## src/rtl/uart_pkg.sv

```systemverilog
// rtl/uart_pkg.sv - shared types and constants for the UART receive path
package uart_pkg;

  typedef enum logic {
    IDLE = 1'b0,
    RUN  = 1'b1
  } state_t;

  localparam int START_IDX      = 0;
  localparam int FIRST_DATA_IDX = 1;

  function automatic int frame_bits(input int data, input int parity, input int stop);
    return 1 + data + parity + stop;
  endfunction

endpackage

```

## src/rtl/tick_counter.sv

```systemverilog
// rtl/tick_counter.sv - tick-enabled modulo-N counter with wrap pulse
module tick_counter #(
  parameter int N = 8,
  localparam int W = (N > 1) ? $clog2(N) : 1
) (
  input  logic         clk,
  input  logic         rst,
  input  logic         clr,
  input  logic         en,
  output logic [W-1:0] cnt,
  output logic         wrap
);

  assign wrap = en && (cnt == W'(N - 1));

  always_ff @(posedge clk) begin
    if (rst || clr) begin
      cnt <= '0;
    end else if (wrap) begin
      cnt <= '0;
    end else if (en) begin
      cnt <= cnt + W'(1);
    end
  end

endmodule

```

## src/rtl/uart_rx_bit_timer.sv

```systemverilog
// rtl/uart_rx_bit_timer.sv - oversample bit timer: mid-bit strobes, bit/frame ends, start-bit check
module uart_rx_bit_timer
  import uart_pkg::*;
#(
  parameter int OVERSAMPLE = 8,
  parameter int DATA_BITS  = 8,
  parameter int PARITY_EN  = 0,
  parameter int STOP_BITS  = 1,
  localparam int FRAME_BITS = frame_bits(DATA_BITS, PARITY_EN, STOP_BITS),
  localparam int HALF       = OVERSAMPLE / 2,
  localparam int SUB_W      = $clog2(OVERSAMPLE),
  localparam int BIT_W      = $clog2(FRAME_BITS)
) (
  input  logic             clk,
  input  logic             rst,
  input  logic             tick,
  input  logic             start,
  input  logic             abort,
  input  logic             rxd,
  output logic             busy,
  output logic             sample_stb,
  output logic [BIT_W-1:0] bit_idx,
  output logic             bit_end,
  output logic             frame_done,
  output logic             false_start
);

  if (OVERSAMPLE < 4 || (OVERSAMPLE % 2) != 0 || DATA_BITS < 5 || DATA_BITS > 9 ||
      PARITY_EN < 0 || PARITY_EN > 1 || STOP_BITS < 1 || STOP_BITS > 2) begin : g_bad_params
    $error("uart_rx_bit_timer: illegal parameter combination");
  end

  state_t           state, state_next;
  logic [SUB_W-1:0] sub_cnt;
  logic [BIT_W-1:0] bit_cnt;
  logic             run_en, clr, sub_wrap, bit_wrap;
  logic             mid_q, false_q, sample_q, bit_end_q, done_q;

  // Abort gates the enable so no qualifier can fire on the aborting edge.
  assign run_en = (state == RUN) && tick && !abort;
  assign clr    = (state_next != RUN);

  tick_counter #(.N(OVERSAMPLE)) u_sub_cnt (
    .clk(clk), .rst(rst), .clr(clr), .en(run_en), .cnt(sub_cnt), .wrap(sub_wrap)
  );

  tick_counter #(.N(FRAME_BITS)) u_bit_cnt (
    .clk(clk), .rst(rst), .clr(clr), .en(sub_wrap), .cnt(bit_cnt), .wrap(bit_wrap)
  );

  assign mid_q     = run_en && (sub_cnt == SUB_W'(HALF - 1));
  assign false_q   = mid_q && (bit_cnt == BIT_W'(START_IDX)) && rxd;
  assign sample_q  = mid_q && !false_q;
  assign done_q    = bit_wrap;
  assign bit_end_q = sub_wrap && !bit_wrap;

  always_comb begin
    state_next = state;
    case (state)
      IDLE:    if (start && !abort) state_next = RUN;
      RUN:     if (abort || done_q || false_q) state_next = IDLE;
      default: state_next = IDLE;
    endcase
  end

  always_ff @(posedge clk) begin
    if (rst) begin
      state       <= IDLE;
      sample_stb  <= 1'b0;
      bit_end     <= 1'b0;
      frame_done  <= 1'b0;
      false_start <= 1'b0;
      bit_idx     <= '0;
    end else begin
      state       <= state_next;
      sample_stb  <= sample_q;
      bit_end     <= bit_end_q;
      frame_done  <= done_q;
      false_start <= false_q;
      if (sample_q) bit_idx <= bit_cnt;
    end
  end

  assign busy = (state == RUN);

endmodule

```

## config.mk

```make
export PLATFORM = sky130hd
export DESIGN_NAME = uart_rx_bit_timer
export DESIGN_NICKNAME = d
export VERILOG_FILES = /design/src/rtl/uart_pkg.sv /design/src/rtl/tick_counter.sv /design/src/rtl/uart_rx_bit_timer.sv
export SDC_FILE = /design/constraint.sdc
export NUM_CORES = 1
export LEC_CHECK = 0
export ABC_AREA = 1
export BUFFER_PORTS_ARGS = -buffer_cell sky130_fd_sc_hd__buf_2
export CAP_MARGIN = 15
export CORE_MARGIN = 2
export CORE_UTILIZATION = 46
export CTS_BUF_LIST = sky130_fd_sc_hd__clkbuf_16
export CTS_CLUSTER_SIZE = 12
export DETAILED_ROUTE_END_ITERATION = 8
export GPL_ROUTABILITY_DRIVEN = 0
export PLACE_DENSITY = 0.71
export SYNTH_ARGS = -nofsm -noshare
export SYNTH_HDL_FRONTEND = slang
export SYNTH_HIERARCHICAL = 1
export SYNTH_SLANG_ARGS = --single-unit
```

## constraint.sdc

```tcl
create_clock -name clk -period 1.7 [get_ports clk]
set_clock_uncertainty 0.05 [all_clocks]
set_input_delay 0.34 -clock clk [delete_from_list [all_inputs] [get_ports clk]]
set_output_delay 0.34 -clock clk [all_outputs]
set_load 0.03 [all_outputs]
```

==> metrics, run 1 <==
Gate power share 3.7%; Syn Area/Cell 7.118 um^2; H-tree Lvls 1; worst-margin pin slew 0.2336 ns; grt ovf 0; Boundary Pins 15; unique cell type count in the Yosys netlist 19; largest cells by area after synthesis dfxtp_1, nand2_1, nor2_1; num rows 14; register area share after synthesis 42.45%; peak supply drop 0.6322 mV; slew margin rel. 84.43%; port bufs 14; clock slew at reported path FFs 0.05 ns; min cycle time layout 1.613 ns; Filler Cell Count 117; pwr/cell area 811.6 nW/um^2; ANT cells 0; max cap viols 0; critical path type flip-flop to flip-flop; P_int 0.6972 mW; Yosys reg bits 16; Yosys top cell area share 42.45%; CTS buffer count 3; Startpoint Class flip-flop; post-DR wirelength/cell 9.765 um; switching part of the total 18.65%; Mapped Area 754.5 um^2; Post-CTS Hold Buffers 0; part of the cycle the worst path needs 94.87%; type of the worst min-delay path input pin to flip-flop; routed vias 696; global-route usage over all layers 16.88%; Lkg Pwr 0.4616 nW; DR vias/cell 4.671; cell taking the most area after synthesis dfxtp_1; first-pass GRT wire length 2490 um; DP HPWL 997.3 um; Max Freq 620.0 MHz; Remaining DRCs 0; Slew Limit Fails 0; clk_lat worst skew 0.24 ns; Psw 0.1599 mW; final setup vio count 0; Area growth syn-to-layout 39.97%; CP endpoint kind flip-flop; crit path DAT 1.75 ns; Register Area 329.1 um^2; area of the multi-input gates 407.9 um^2; CTS tree done; 1st-pass router iterations 4; Crit path required time 1.83 ns; syn nets 116; maximum root-to-sink buffer count 2; vias in the first global route 670; Seq pwr share 43.9%; clk sinks 16; synth warn 6; Post-DRT Antenna Nets 0; CTS Root Cell clkbuf_16; layout cells sized above 1 37.59%; area of the die 1980 um^2; Die H 44.50 um; core area 1524 um^2; largest net degree at the start of global routing 12; Starting Density 49.51%; Starting DRT DRC Count 14; Final Total Pwr 0.8571 mW; Post-Route WL 1455 um; initial antenna violation count 0; final-report hold violation count 0; CP max FO 3; die width 44.50 um; Clk pwr share 52.3%; status finished clean; nets 144; synthesized instance count 106; Core Util, Final 69.29%
[cells in the mapped netlist]
| master | number |
|---|---|
| nand2_1 | 24 |
| ha_1 | 4 |
| clkbuf_1 | 1 |
| o21ai_1 | 2 |
| xnor2_1 | 1 |
| nor2_4 | 1 |
| nor2_2 | 1 |
| nor2_1 | 22 |
| inv_2 | 1 |
| inv_1 | 17 |
| dfxtp_1 | 16 |
| o211ai_1 | 1 |
| xor2_1 | 1 |
| clkinv_1 | 2 |
| nand4_1 | 1 |
| a21oi_1 | 4 |
| o21ai_2 | 1 |
| nand3_2 | 2 |
| nand2_2 | 4 |
[routing by layer]
metal / vias up / GRT usage (%) / wire length (um)
met3: 2 / 2.449 / 60
met5: - / 0 / 0
li1: 374 / - / -
met1: 307 / 20.20 / 622
met2: 13 / 28.70 / 763
met4: 0 / 9.091 / 9
[path summary, 6_finish.rpt]
path                                  startpoint          endpoint  slack (ns)  cells after the start
worst max-delay path            u_sub_cnt/cnt[1]  u_sub_cnt/cnt[2]        0.09                     13
worst min-delay path                       abort              busy        0.35                      4
worst max register to register  u_sub_cnt/cnt[1]  u_sub_cnt/cnt[2]        0.09                     13
worst min register to register        bit_idx[0]        bit_idx[0]        0.40                      2
[flip-flops by register name (all words and copies together) (netlist names)]
name	flops
u_bit_cnt/cnt	4
false_start	1
busy	1
u_sub_cnt/cnt	3
sample_stb	1
bit_end	1
frame_done	1
bit_idx	4
[worst max-delay path, stage by stage, from the launching register on]
cell	delay, ns
dfxtp_4	0.35
ha_4	0.17
ha_4	0.16
nand2_2	0.06
inv_2	0.04
nand4_1	0.10
inv_1	0.07
inv_2	0.07
nand2_2	0.05
nand2_2	0.08
nand2_4	0.07
nor2_2	0.12
nand2_2	0.08
nor2_1	0.10
[area by class of cell]
| class | count | share of cell area (%) |
|---|---|---|
| Inverter | 20 | 7.109 |
| Clock inverter | 1 | 0.3555 |
| Sequential cell | 16 | 31.16 |
| Timing Repair Buffer | 24 | 13.74 |
| Multi-Input combinational cell | 69 | 38.63 |
| Clock buffer | 3 | 7.109 |
| Tap cell | 16 | 1.896 |
[stage by stage]
step                cell area, um^2  worst slack (ns)  std cells  hold slack (ns)  setup TNS, ns
floorplan                     758.2           0.03604        106           0.4195              0
global placement              889.6           0.04522        141           0.3960              0
detailed placement            889.6           0.02213        141           0.3979              0
CTS                           980.9           0.03016        146           0.3371              0
global route                   1056          -0.03087        149           0.3706       -0.08732
finish                         1056           0.08717        149           0.3539              0
[power groups by stage]
stage	sequential (mW)	clock, mW	combinational [mW]
finish	0.376	0.449	0.0321
global route	0.376	0.472	0.0360
CTS	0.377	0.457	0.0291
detailed placement	0.385	0	0.0277
global placement	0.385	0	0.0273
floorplan	0.387	0	0.0146
[timing repair]
item,in CTS,in global routing
setup endpoints to repair,4,7
gates resized for setup,2,15
cloned,0,0
pin swaps,1,7
setup buffers,1,3
[logic make-up (layout without fill, tap and decap cells)]
logic type                 count (synthesis)  in the layout  share of synthesized area (%)
and+or+nand+nor                           55             55                          32.01
buffers and inverters                     21             48                          10.45
DFF                                       16             16                          42.45
AOI/OAI and AO/OA                          8              8                          6.137
adders and majority gates                  4              4                          6.634
xor gates and xnor gates                   2              2                          2.322
[cells in the final DEF, fill, tap and decap left out]
cell	netlist	routed
xnor2_1	1	1
nand3_2	2	2
nor2_2	1	3
a21oi_1	4	4
inv_2	1	2
buf_2	0	14
o211ai_1	1	1
nand2_2	4	7
nor2_4	1	2
clkinv_1	2	2
buf_4	0	10
ha_1	4	2
clkbuf_16	0	3
dfxtp_2	0	1
nor2_1	22	19
dfxtp_4	0	2
inv_1	17	17
nand2_1	24	20
nand2_4	0	1
dfxtp_1	16	13
nand4_1	1	1
ha_4	0	2
xor2_1	1	1
o21ai_2	1	1
o21ai_1	2	2
(Power assumes the default switching activity.)
==> run 2: changes to the inputs <==
--- a/config.mk
+++ b/config.mk
@@ -17,5 +17,4 @@
 export PLACE_DENSITY = 0.71
 export SYNTH_ARGS = -nofsm -noshare
 export SYNTH_HDL_FRONTEND = slang
-export SYNTH_HIERARCHICAL = 1
 export SYNTH_SLANG_ARGS = --single-unit
==> run 2 against run 1 <==
Effect of this change: sequential power hardly changed; largest cell class unchanged; global-route usage is 0.86 points lower; via count is 10% lower; cell count is 16% lower; die area is 0.76% lower; hold slack worse by 0.032 ns; critical path depth is 7 lower; sequential cell count stayed put.
==> metrics, run 2 <==
status finished clean (unchanged); Psw 0.1519 mW (was 0.1599 mW); register area share after synthesis 42.81% (was 42.45%); cell taking the most area after synthesis dfxtp_1 (unchanged); post-DR wirelength/cell 10.55 um (was 9.765 um); worst-margin pin slew 0.2944 ns (was 0.2336 ns); Starting Density 49.10% (was 49.51%); Slew Limit Fails 0 (unchanged); routed vias 623 (was 696); largest net degree at the start of global routing 9 (was 12); crit path DAT 1.44 ns (was 1.75 ns); Worst Hold Path Cells 2 (was 4); slew margin rel. 80.19% (was 84.43%); switching part of the total 17.93% (was 18.65%); setup TNS 0 ns (unchanged); EDFF count, synth 0 (unchanged); 1st-pass router iterations 4 (unchanged); CTS tree done (unchanged); clk sinks 16 (unchanged); Max Freq 737.2 MHz (was 620.0 MHz); PostCTS Resize Cnt 0 (was 2); critical hold path startpoint rst (was abort); P_int 0.6953 mW (was 0.6972 mW); met2 wire len 584 um (was 763 um); DR vias/cell 4.984 (was 4.671); Clk pwr share 52.0% (was 52.3%); Critical Path, Cell by Cell inv_1, ha_1, nand4_1, nand2_4, o21ai_0, nor2_1 (was ha_4, ha_4, nand2_2, inv_2, nand4_1, inv_1, inv_2, nand2_2, nand2_2, nand2_4, nor2_2, nand2_2, nor2_1); port bufs 14 (unchanged); Syn Area/Cell 8.045 um^2 (was 7.118 um^2); Adder-Cell Fraction of Synth Area 10.03% (was 6.633%); RR Startpoint u_bit_cnt.cnt[0] (was u_sub_cnt/cnt[1]); Largest stage delay, worst path 0.44 ns (was 0.35 ns); top_reg_cell synth dfxtp_1 (unchanged); largest cells by area after synthesis dfxtp_1, ha_1, nand2_1 (was dfxtp_1, nand2_1, nor2_1); Crit path required time 1.78 ns (was 1.83 ns); FF-to-FF End bit_idx[0] (was u_sub_cnt/cnt[2]); first-pass GRT wire length 2270 um (was 2490 um); crit path max-delay cell type dfxtp_1 (was dfxtp_4); Mapped Area 748.2 um^2 (was 754.5 um^2); most common cell after layout, fill and taps aside nand2_1 (unchanged); Post-synth ARST share 0% (unchanged); initial antenna violation count 0 (unchanged); Post-Route WL 1319 um (was 1455 um); peak supply drop 0.4367 mV (was 0.6322 mV); syn nets 105 (was 116); Die H 44.33 um (was 44.50 um); synthesized instance count 93 (was 106); Seq pwr share 44.7% (was 43.9%); Post-CTS Hold Buffers 0 (unchanged); Remaining DRCs 0 (unchanged); clk_lat worst skew 0.24 ns (about the same); type of the worst min-delay path input pin to flip-flop (unchanged); r2r worst-path depth 6 (was 13); Post-DRT Antenna Nets 0 (unchanged); CTS buffer count 3 (unchanged); num rows 14 (unchanged); post-synthesis mux area share 0% (unchanged); final setup vio count 0 (unchanged); part of the cycle the worst path needs 79.79% (was 94.87%); area of the multi-input gates 374.1 um^2 (was 407.9 um^2); Starting DRT DRC Count 11 (was 14); simple-gate share of the synthesized area 32.11% (was 32.01%); worst reg-to-reg setup slack 0.34 ns (was 0.09 ns); vias in the first global route 530 (was 670); nets 123 (was 144); Met3 Wirelength 69 um (was 60 um); CP endpoint kind flip-flop (unchanged); Final Total Pwr 0.8472 mW (was 0.8571 mW); H-tree Lvls 1 (unchanged); most numerous cell in the Yosys netlist nand2_1 (unchanged); global-route usage over all layers 16.02% (was 16.88%); clock slew at reported path FFs 0.05 ns (about the same); unrepaired setup endpoints after global routing false; tightest hold margin 0.3220 ns (was 0.3539 ns); unique cell type count in the Yosys netlist 20 (was 19); Yosys top cell area share 42.81% (was 42.45%); Largest regs bit_idx x4, u_bit_cnt.cnt x4, u_sub_cnt.cnt x3 (was bit_idx x4, u_bit_cnt/cnt x4, u_sub_cnt/cnt x3); Boundary Pins 15 (unchanged); grt ovf 0 (unchanged); Gate power share 3.3% (was 3.7%); Compound-Gate Fraction of Synth Area 6.689% (was 6.136%); final-report hold violation count 0 (unchanged); critical path type flip-flop to flip-flop (unchanged); xor/xnor share of the synthesized area 1.171% (was 2.322%); max cap viols 0 (unchanged); wl on met1 637 um (was 622 um); pwr/cell area 931.3 nW/um^2 (was 811.6 nW/um^2); DR top layer met4 (unchanged); Lkg Pwr 0.4177 nW (was 0.4616 nW); CP max FO 6 (was 3); min cycle time layout 1.356 ns (was 1.613 ns); layout cells sized above 1 25.69% (was 37.59%); Filler Cell Count 142 (was 117); core area 1524 um^2 (unchanged); top cells by count, synth nand2_1, dfxtp_1, inv_1 (was nand2_1, nor2_1, inv_1); CTS Root Cell clkbuf_16 (unchanged); Yosys reg bits 16 (unchanged); combinational family with the most area after synthesis simple AND/OR/NAND/NOR gates (unchanged); Hold Path End bit_idx[2] (was busy); Register Area 320.3 um^2 (was 329.1 um^2); synth warn 0 (was 6); Startpoint Class flip-flop (unchanged); Post-CTS Setup Inserts 0 (was 1); commonest cells after routing, fill and taps aside nand2_1, dfxtp_1, buf_2 (was nand2_1, nor2_1, inv_1); maximum root-to-sink buffer count 2 (unchanged); DP HPWL 973.5 um (was 997.3 um); area of the die 1965 um^2 (was 1980 um^2); die width 44.33 um (was 44.50 um); ANT cells 0 (unchanged); Area growth syn-to-layout 21.57% (was 39.97%)
## run 2: cell count changes in the layout (fill, tap and decap cells not counted), moves of 3 or more
cell,before,now
nor2_1,19,11
buf_4,10,0
ha_1,2,6
inv_1,17,12
dfxtp_1,13,16
o21ai_0,0,4
nand2_2,7,1
## run 2: worst max-delay path, delay by kind of cell (launching register included)
family / cells / cell delay [ns]
buffers and inverters: 1 / 0.10
AOI/OAI and AO/OA: 1 / 0.16
adders and majority gates: 1 / 0.22
DFF: 1 / 0.44
and+or+nand+nor: 3 / 0.27
## run 2: cells by family after synthesis
group                      after synthesis
xor gates and xnor gates                 1
and+or+nand+nor                         46
DFF                                     16
AOI/OAI and AO/OA                       10
buffers and inverters                   14
adders and majority gates                6
## run 2: cell type report
| type | instances | share of cell area (%) |
|---|---|---|
| flip-flops and latches | 16 | 35.21 |
| repair buffers | 14 | 7.703 |
| clock buffers | 3 | 8.253 |
| inverters | 13 | 5.502 |
| well taps | 16 | 2.201 |
| multi-input cells | 63 | 41.13 |
## run 2: how the worst max path moves through the flow
stage	start	to	slack [ns]	depth (start not counted)
after floorplan	busy	bit_idx[1]	0.40	5
after global placement	u_sub_cnt.cnt[0]	bit_idx[0]	0.39	7
after detailed placement	u_sub_cnt.cnt[0]	bit_idx[0]	0.36	7
after CTS	u_sub_cnt.cnt[0]	bit_idx[0]	0.35	7
after global routing	u_bit_cnt.cnt[0]	u_sub_cnt.cnt[0]	0.16	7
final	u_bit_cnt.cnt[0]	bit_idx[0]	0.34	6
## run 2: stage by stage
stage                     setup slack (ns)  std cells  cell area [um^2]  utilization [%]
final                               0.3436        125             909.6            59.69
after global routing                0.1575        125             909.6            59.69
after CTS                           0.3507        125             909.6            59.69
after detailed placement            0.3622        122             834.6            54.76
after global placement              0.3945        122             834.6            54.76
after floorplan                     0.4031         93             748.2                -
## run 2: per-layer routing
layer,GRT usage (%),vias to the layer above
met5,0,-
met4,7.273,0
met3,3.673,4
met1,21.27,277
met2,24.71,16
li1,-,326
## run 2: power by group through the flow
| stage | Combinational [mW] | Sequential (mW) | Clock (mW) |
|---|---|---|---|
| after floorplan | 0.0155 | 0.388 | 0 |
| after global placement | 0.0279 | 0.386 | 0 |
| after detailed placement | 0.0283 | 0.386 | 0 |
| after CTS | 0.0286 | 0.379 | 0.449 |
| after global routing | 0.0315 | 0.378 | 0.462 |
| final | 0.0282 | 0.379 | 0.440 |
==> run 3: changes to the inputs <==
--- a/config.mk
+++ b/config.mk
@@ -5,16 +5,16 @@
 export SDC_FILE = /design/constraint.sdc
 export NUM_CORES = 1
 export LEC_CHECK = 0
-export ABC_AREA = 1
+export ABC_AREA = 0
 export BUFFER_PORTS_ARGS = -buffer_cell sky130_fd_sc_hd__buf_2
 export CAP_MARGIN = 15
 export CORE_MARGIN = 2
-export CORE_UTILIZATION = 46
+export CORE_UTILIZATION = 51
 export CTS_BUF_LIST = sky130_fd_sc_hd__clkbuf_16
 export CTS_CLUSTER_SIZE = 12
 export DETAILED_ROUTE_END_ITERATION = 8
 export GPL_ROUTABILITY_DRIVEN = 0
-export PLACE_DENSITY = 0.71
+export PLACE_DENSITY = 0.75
 export SYNTH_ARGS = -nofsm -noshare
 export SYNTH_HDL_FRONTEND = slang
 export SYNTH_SLANG_ARGS = --single-unit
==> constraint.sdc (replaced) <==
create_clock -name clk -period 1.3 [get_ports clk]
set_clock_uncertainty 0.05 [all_clocks]
set_input_delay 0.26 -clock clk [delete_from_list [all_inputs] [get_ports clk]]
set_output_delay 0.26 -clock clk [all_outputs]
set_load 0.03 [all_outputs]
==> run 3 against run 2 <==
Effect of this change: the flow now finishes with violations (negative setup slack); critical endpoint is now bit_idx[1]; total power grew 35%; synthesized cell count decreased by 24%; first-iteration DRC count increased by 55%; largest power group unchanged; maximum frequency down 1.3%; clock power up 37%; die area decreased by 11%; sequential cell count unchanged.
==> metrics, run 3 <==
area of the die 1754 um^2 (was 1965 um^2); crit path DAT 1.46 ns (was 1.44 ns); layout cells sized above 1 56.19% (was 25.69%); xor/xnor share of the synthesized area 3.590% (was 1.171%); Filler Cell Count 69 (was 142); CTS tree done (unchanged); CTS Root Cell clkbuf_16 (unchanged); Register Area 326.6 um^2 (was 320.3 um^2); Max Freq 727.4 MHz (was 737.2 MHz); clk sinks 16 (unchanged); Mapped Area 732.0 um^2 (was 748.2 um^2); port bufs 14 (unchanged); CP max FO 5 (was 6); Starting Density 55.56% (was 49.10%); top_reg_cell synth dfxtp_1 (unchanged); min cycle time layout 1.375 ns (was 1.356 ns); Post-Route WL 1759 um (was 1319 um); Remaining DRCs 0 (unchanged); die width 41.89 um (was 44.33 um); slew margin rel. 76.59% (was 80.19%); worst-margin pin slew 0.3484 ns (was 0.2944 ns); Largest stage delay, worst path 0.33 ns (was 0.44 ns); RR Startpoint u_bit_cnt.cnt[0] (unchanged); Startpoint Class flip-flop (unchanged); combinational family with the most area after synthesis simple AND/OR/NAND/NOR gates (unchanged); Syn Area/Cell 10.31 um^2 (was 8.045 um^2); Worst setup endpoint bit_idx[1] (was bit_idx[0]); top cells by count, synth dfxtp_1, nor2_1, ha_1 (was nand2_1, dfxtp_1, inv_1); Adder-Cell Fraction of Synth Area 10.26% (was 10.03%); first-pass GRT wire length 2932 um (was 2270 um); Compound-Gate Fraction of Synth Area 9.573% (was 6.689%); initial antenna violation count 0 (unchanged); failing checks negative setup slack; Yosys reg bits 16 (unchanged); post-synthesis mux area share 2.735% (was 0%); DR vias/cell 5.458 (was 4.984); DP Area 958.4 um^2 (was 834.6 um^2); synthesized instance count 71 (was 93); routed vias 655 (was 623); Die H 41.89 um (was 44.33 um); Area growth syn-to-layout 50.94% (was 21.57%); DP HPWL 1171 um (was 973.5 um); commonest cells after routing, fill and taps aside buf_4, buf_2, nor2_1 (was nand2_1, dfxtp_1, buf_2); cell taking the most area after synthesis dfxtp_1 (unchanged); Lkg Pwr 0.5286 nW (was 0.4177 nW); ANT cells 0 (unchanged); most common cell after layout, fill and taps aside buf_4 (was nand2_1); crit path max-delay cell type dfxtp_2 (was dfxtp_1); Critical Path, Cell by Cell inv_2, ha_4, and4bb_4, nand3b_4, mux2i_1, nor2_1 (was inv_1, ha_1, nand4_1, nand2_4, o21ai_0, nor2_1); pwr/cell area 1037 nW/um^2 (was 931.3 nW/um^2); 1st-pass router iterations 4 (unchanged); global-route usage over all layers 22.20% (was 16.02%); Crit path required time 1.38 ns (was 1.78 ns); CTS buffer count 3 (unchanged); post-DR wirelength/cell 14.66 um (was 10.55 um); synth warn 0 (unchanged); unrepaired setup endpoints after global routing true (was false); clock slew at reported path FFs 0.05 ns (about the same); worst reg-to-reg setup slack -0.07 ns (was 0.34 ns); status finished, violations left (was finished clean); most numerous cell in the Yosys netlist dfxtp_1 (was nand2_1); Largest regs bit_idx x4, u_bit_cnt.cnt x4, u_sub_cnt.cnt x3 (unchanged); unique cell type count in the Yosys netlist 23 (was 20); Yosys top cell area share 43.76% (was 42.81%); peak supply drop 0.8270 mV (was 0.4367 mV); largest net degree at the start of global routing 10 (was 9); final setup margin -0.07474 ns (was 0.3436 ns); r2r worst-path depth 6 (unchanged); Post-synth ARST share 0% (unchanged); largest cells by area after synthesis dfxtp_1, ha_1, nor2_1 (was dfxtp_1, ha_1, nand2_1); final-report hold violation count 0 (unchanged); Boundary Pins 15 (unchanged); vias in the first global route 645 (was 530); Post-DRT Antenna Nets 0 (unchanged); FF-to-FF End bit_idx[1] (was bit_idx[0]); Starting DRT DRC Count 17 (was 11); clk_lat worst skew 0.25 ns (was 0.24 ns); Critical path origin u_bit_cnt.cnt[0] (unchanged); EDFF count, synth 0 (unchanged); part of the cycle the worst path needs 105.7% (was 79.79%); core area 1318 um^2 (was 1524 um^2); CP endpoint kind flip-flop (unchanged); type of the worst min-delay path input pin to flip-flop (unchanged); placed insts 113 (was 122); critical path type flip-flop to flip-flop (unchanged); max cap viols 0 (unchanged); area of the multi-input gates 464.2 um^2 (was 374.1 um^2); maximum root-to-sink buffer count 2 (unchanged); register area share after synthesis 43.76% (was 42.81%); grt ovf 0 (unchanged); num rows 13 (was 14); simple-gate share of the synthesized area 27.52% (was 32.11%); syn nets 83 (was 105); dpl ws -0.06277 ns (was 0.3622 ns); Layout Cells excl Fill 120 (was 125); Finished Cell Area 1105 um^2 (was 909.6 um^2); final setup vio count 13 (was 0); Slew Limit Fails 0 (unchanged); nets 118 (was 123); H-tree Lvls 1 (unchanged)
-- run 3: cell count changes after synthesis, moves of 3 or more --
cell | before | now
nand2_1 | 18 | 2
o21ai_0 | 4 | 0
a21oi_1 | 6 | 3
nor3_1 | 2 | 5
nand3_2 | 3 | 0
inv_1 | 12 | 4
-- run 3: metal layers --
layer,part of all wire [%],GRT usage (%),vias to the layer above
met3,5.5,5.652,4
met2,48,35.00,23
met5,0,0,-
met4,1.4,10.32,0
met1,45,28.15,310
li1,-,-,318
-- run 3: per-stage QoR --
step | util (%) | TNS (ns) | hold WS (ns) | power, mW
after detailed placement | 72.74 | -0.5729 | 0.4441 | 0.5489
after global placement | 72.74 | -0.2242 | 0.4224 | 0.5480
final | 83.86 | -0.7219 | 0.3257 | 1.145
after floorplan | - | -0.005018 | 0.4018 | 0.5296
after CTS | 81.86 | -0.7455 | 0.3076 | 1.145
after global routing | 83.86 | -1.441 | 0.3403 | 1.174
-- run 3: how the worst min path moves through the flow --
stage / cells past startpoint / start / to
floorplan: 2 / tick / bit_end
global placement: 2 / bit_idx[1] / bit_idx[1]
detailed placement: 2 / bit_idx[3] / bit_idx[3]
CTS: 3 / rst / bit_idx[2]
global route: 3 / rst / bit_end
finish: 3 / rst / bit_end
-- run 3: what timing repair did --
item                       CTS  global route
setup endpoints to repair   13            14
gates resized for setup      4             6
hold buffers                 0             0
pin swaps                    8             6
buffers inserted             2             1
-- run 3: cells by family (layout without fill, tap and decap cells) --
group | count (synthesis) | after routing
buffers and inverters | 5 | 39
xor gates and xnor gates | 3 | 3
and+or+nand+nor | 31 | 31
DFF | 16 | 16
muxes | 2 | 2
adders and majority gates | 6 | 6
AOI/OAI and AO/OA | 8 | 8
-- run 3: area by class of cell --
type                            count  share of cell area, %
Multi-Input combinational cell     50                  42.02
Sequential cell                    16                  29.56
Timing Repair Buffer               31                  18.23
Clock buffer                        3                  6.795
Tap cell                           15                  1.699
Inverter                            4                  1.359
Clock inverter                      1                 0.3398
-- run 3: critical path: cells and delay by family, from the launching register on --
| kind | cells | cell delay [ns] |
|---|---|---|
| and+or+nand+nor | 3 | 0.50 |
| DFF | 1 | 0.33 |
| muxes | 1 | 0.19 |
| adders and majority gates | 1 | 0.12 |
| buffers and inverters | 1 | 0.07 |
-- run 3: where the power goes --
| group | internal, mW | switching (mW) | leakage (nW) |
|---|---|---|---|
| Combinational | 0.0220 | 0.0260 | 0.359 |
| Sequential | 0.493 | 0.00267 | 0.131 |
| Clock | 0.408 | 0.193 | 0.0385 |
| Total | 0.923 | 0.222 | 0.529 |
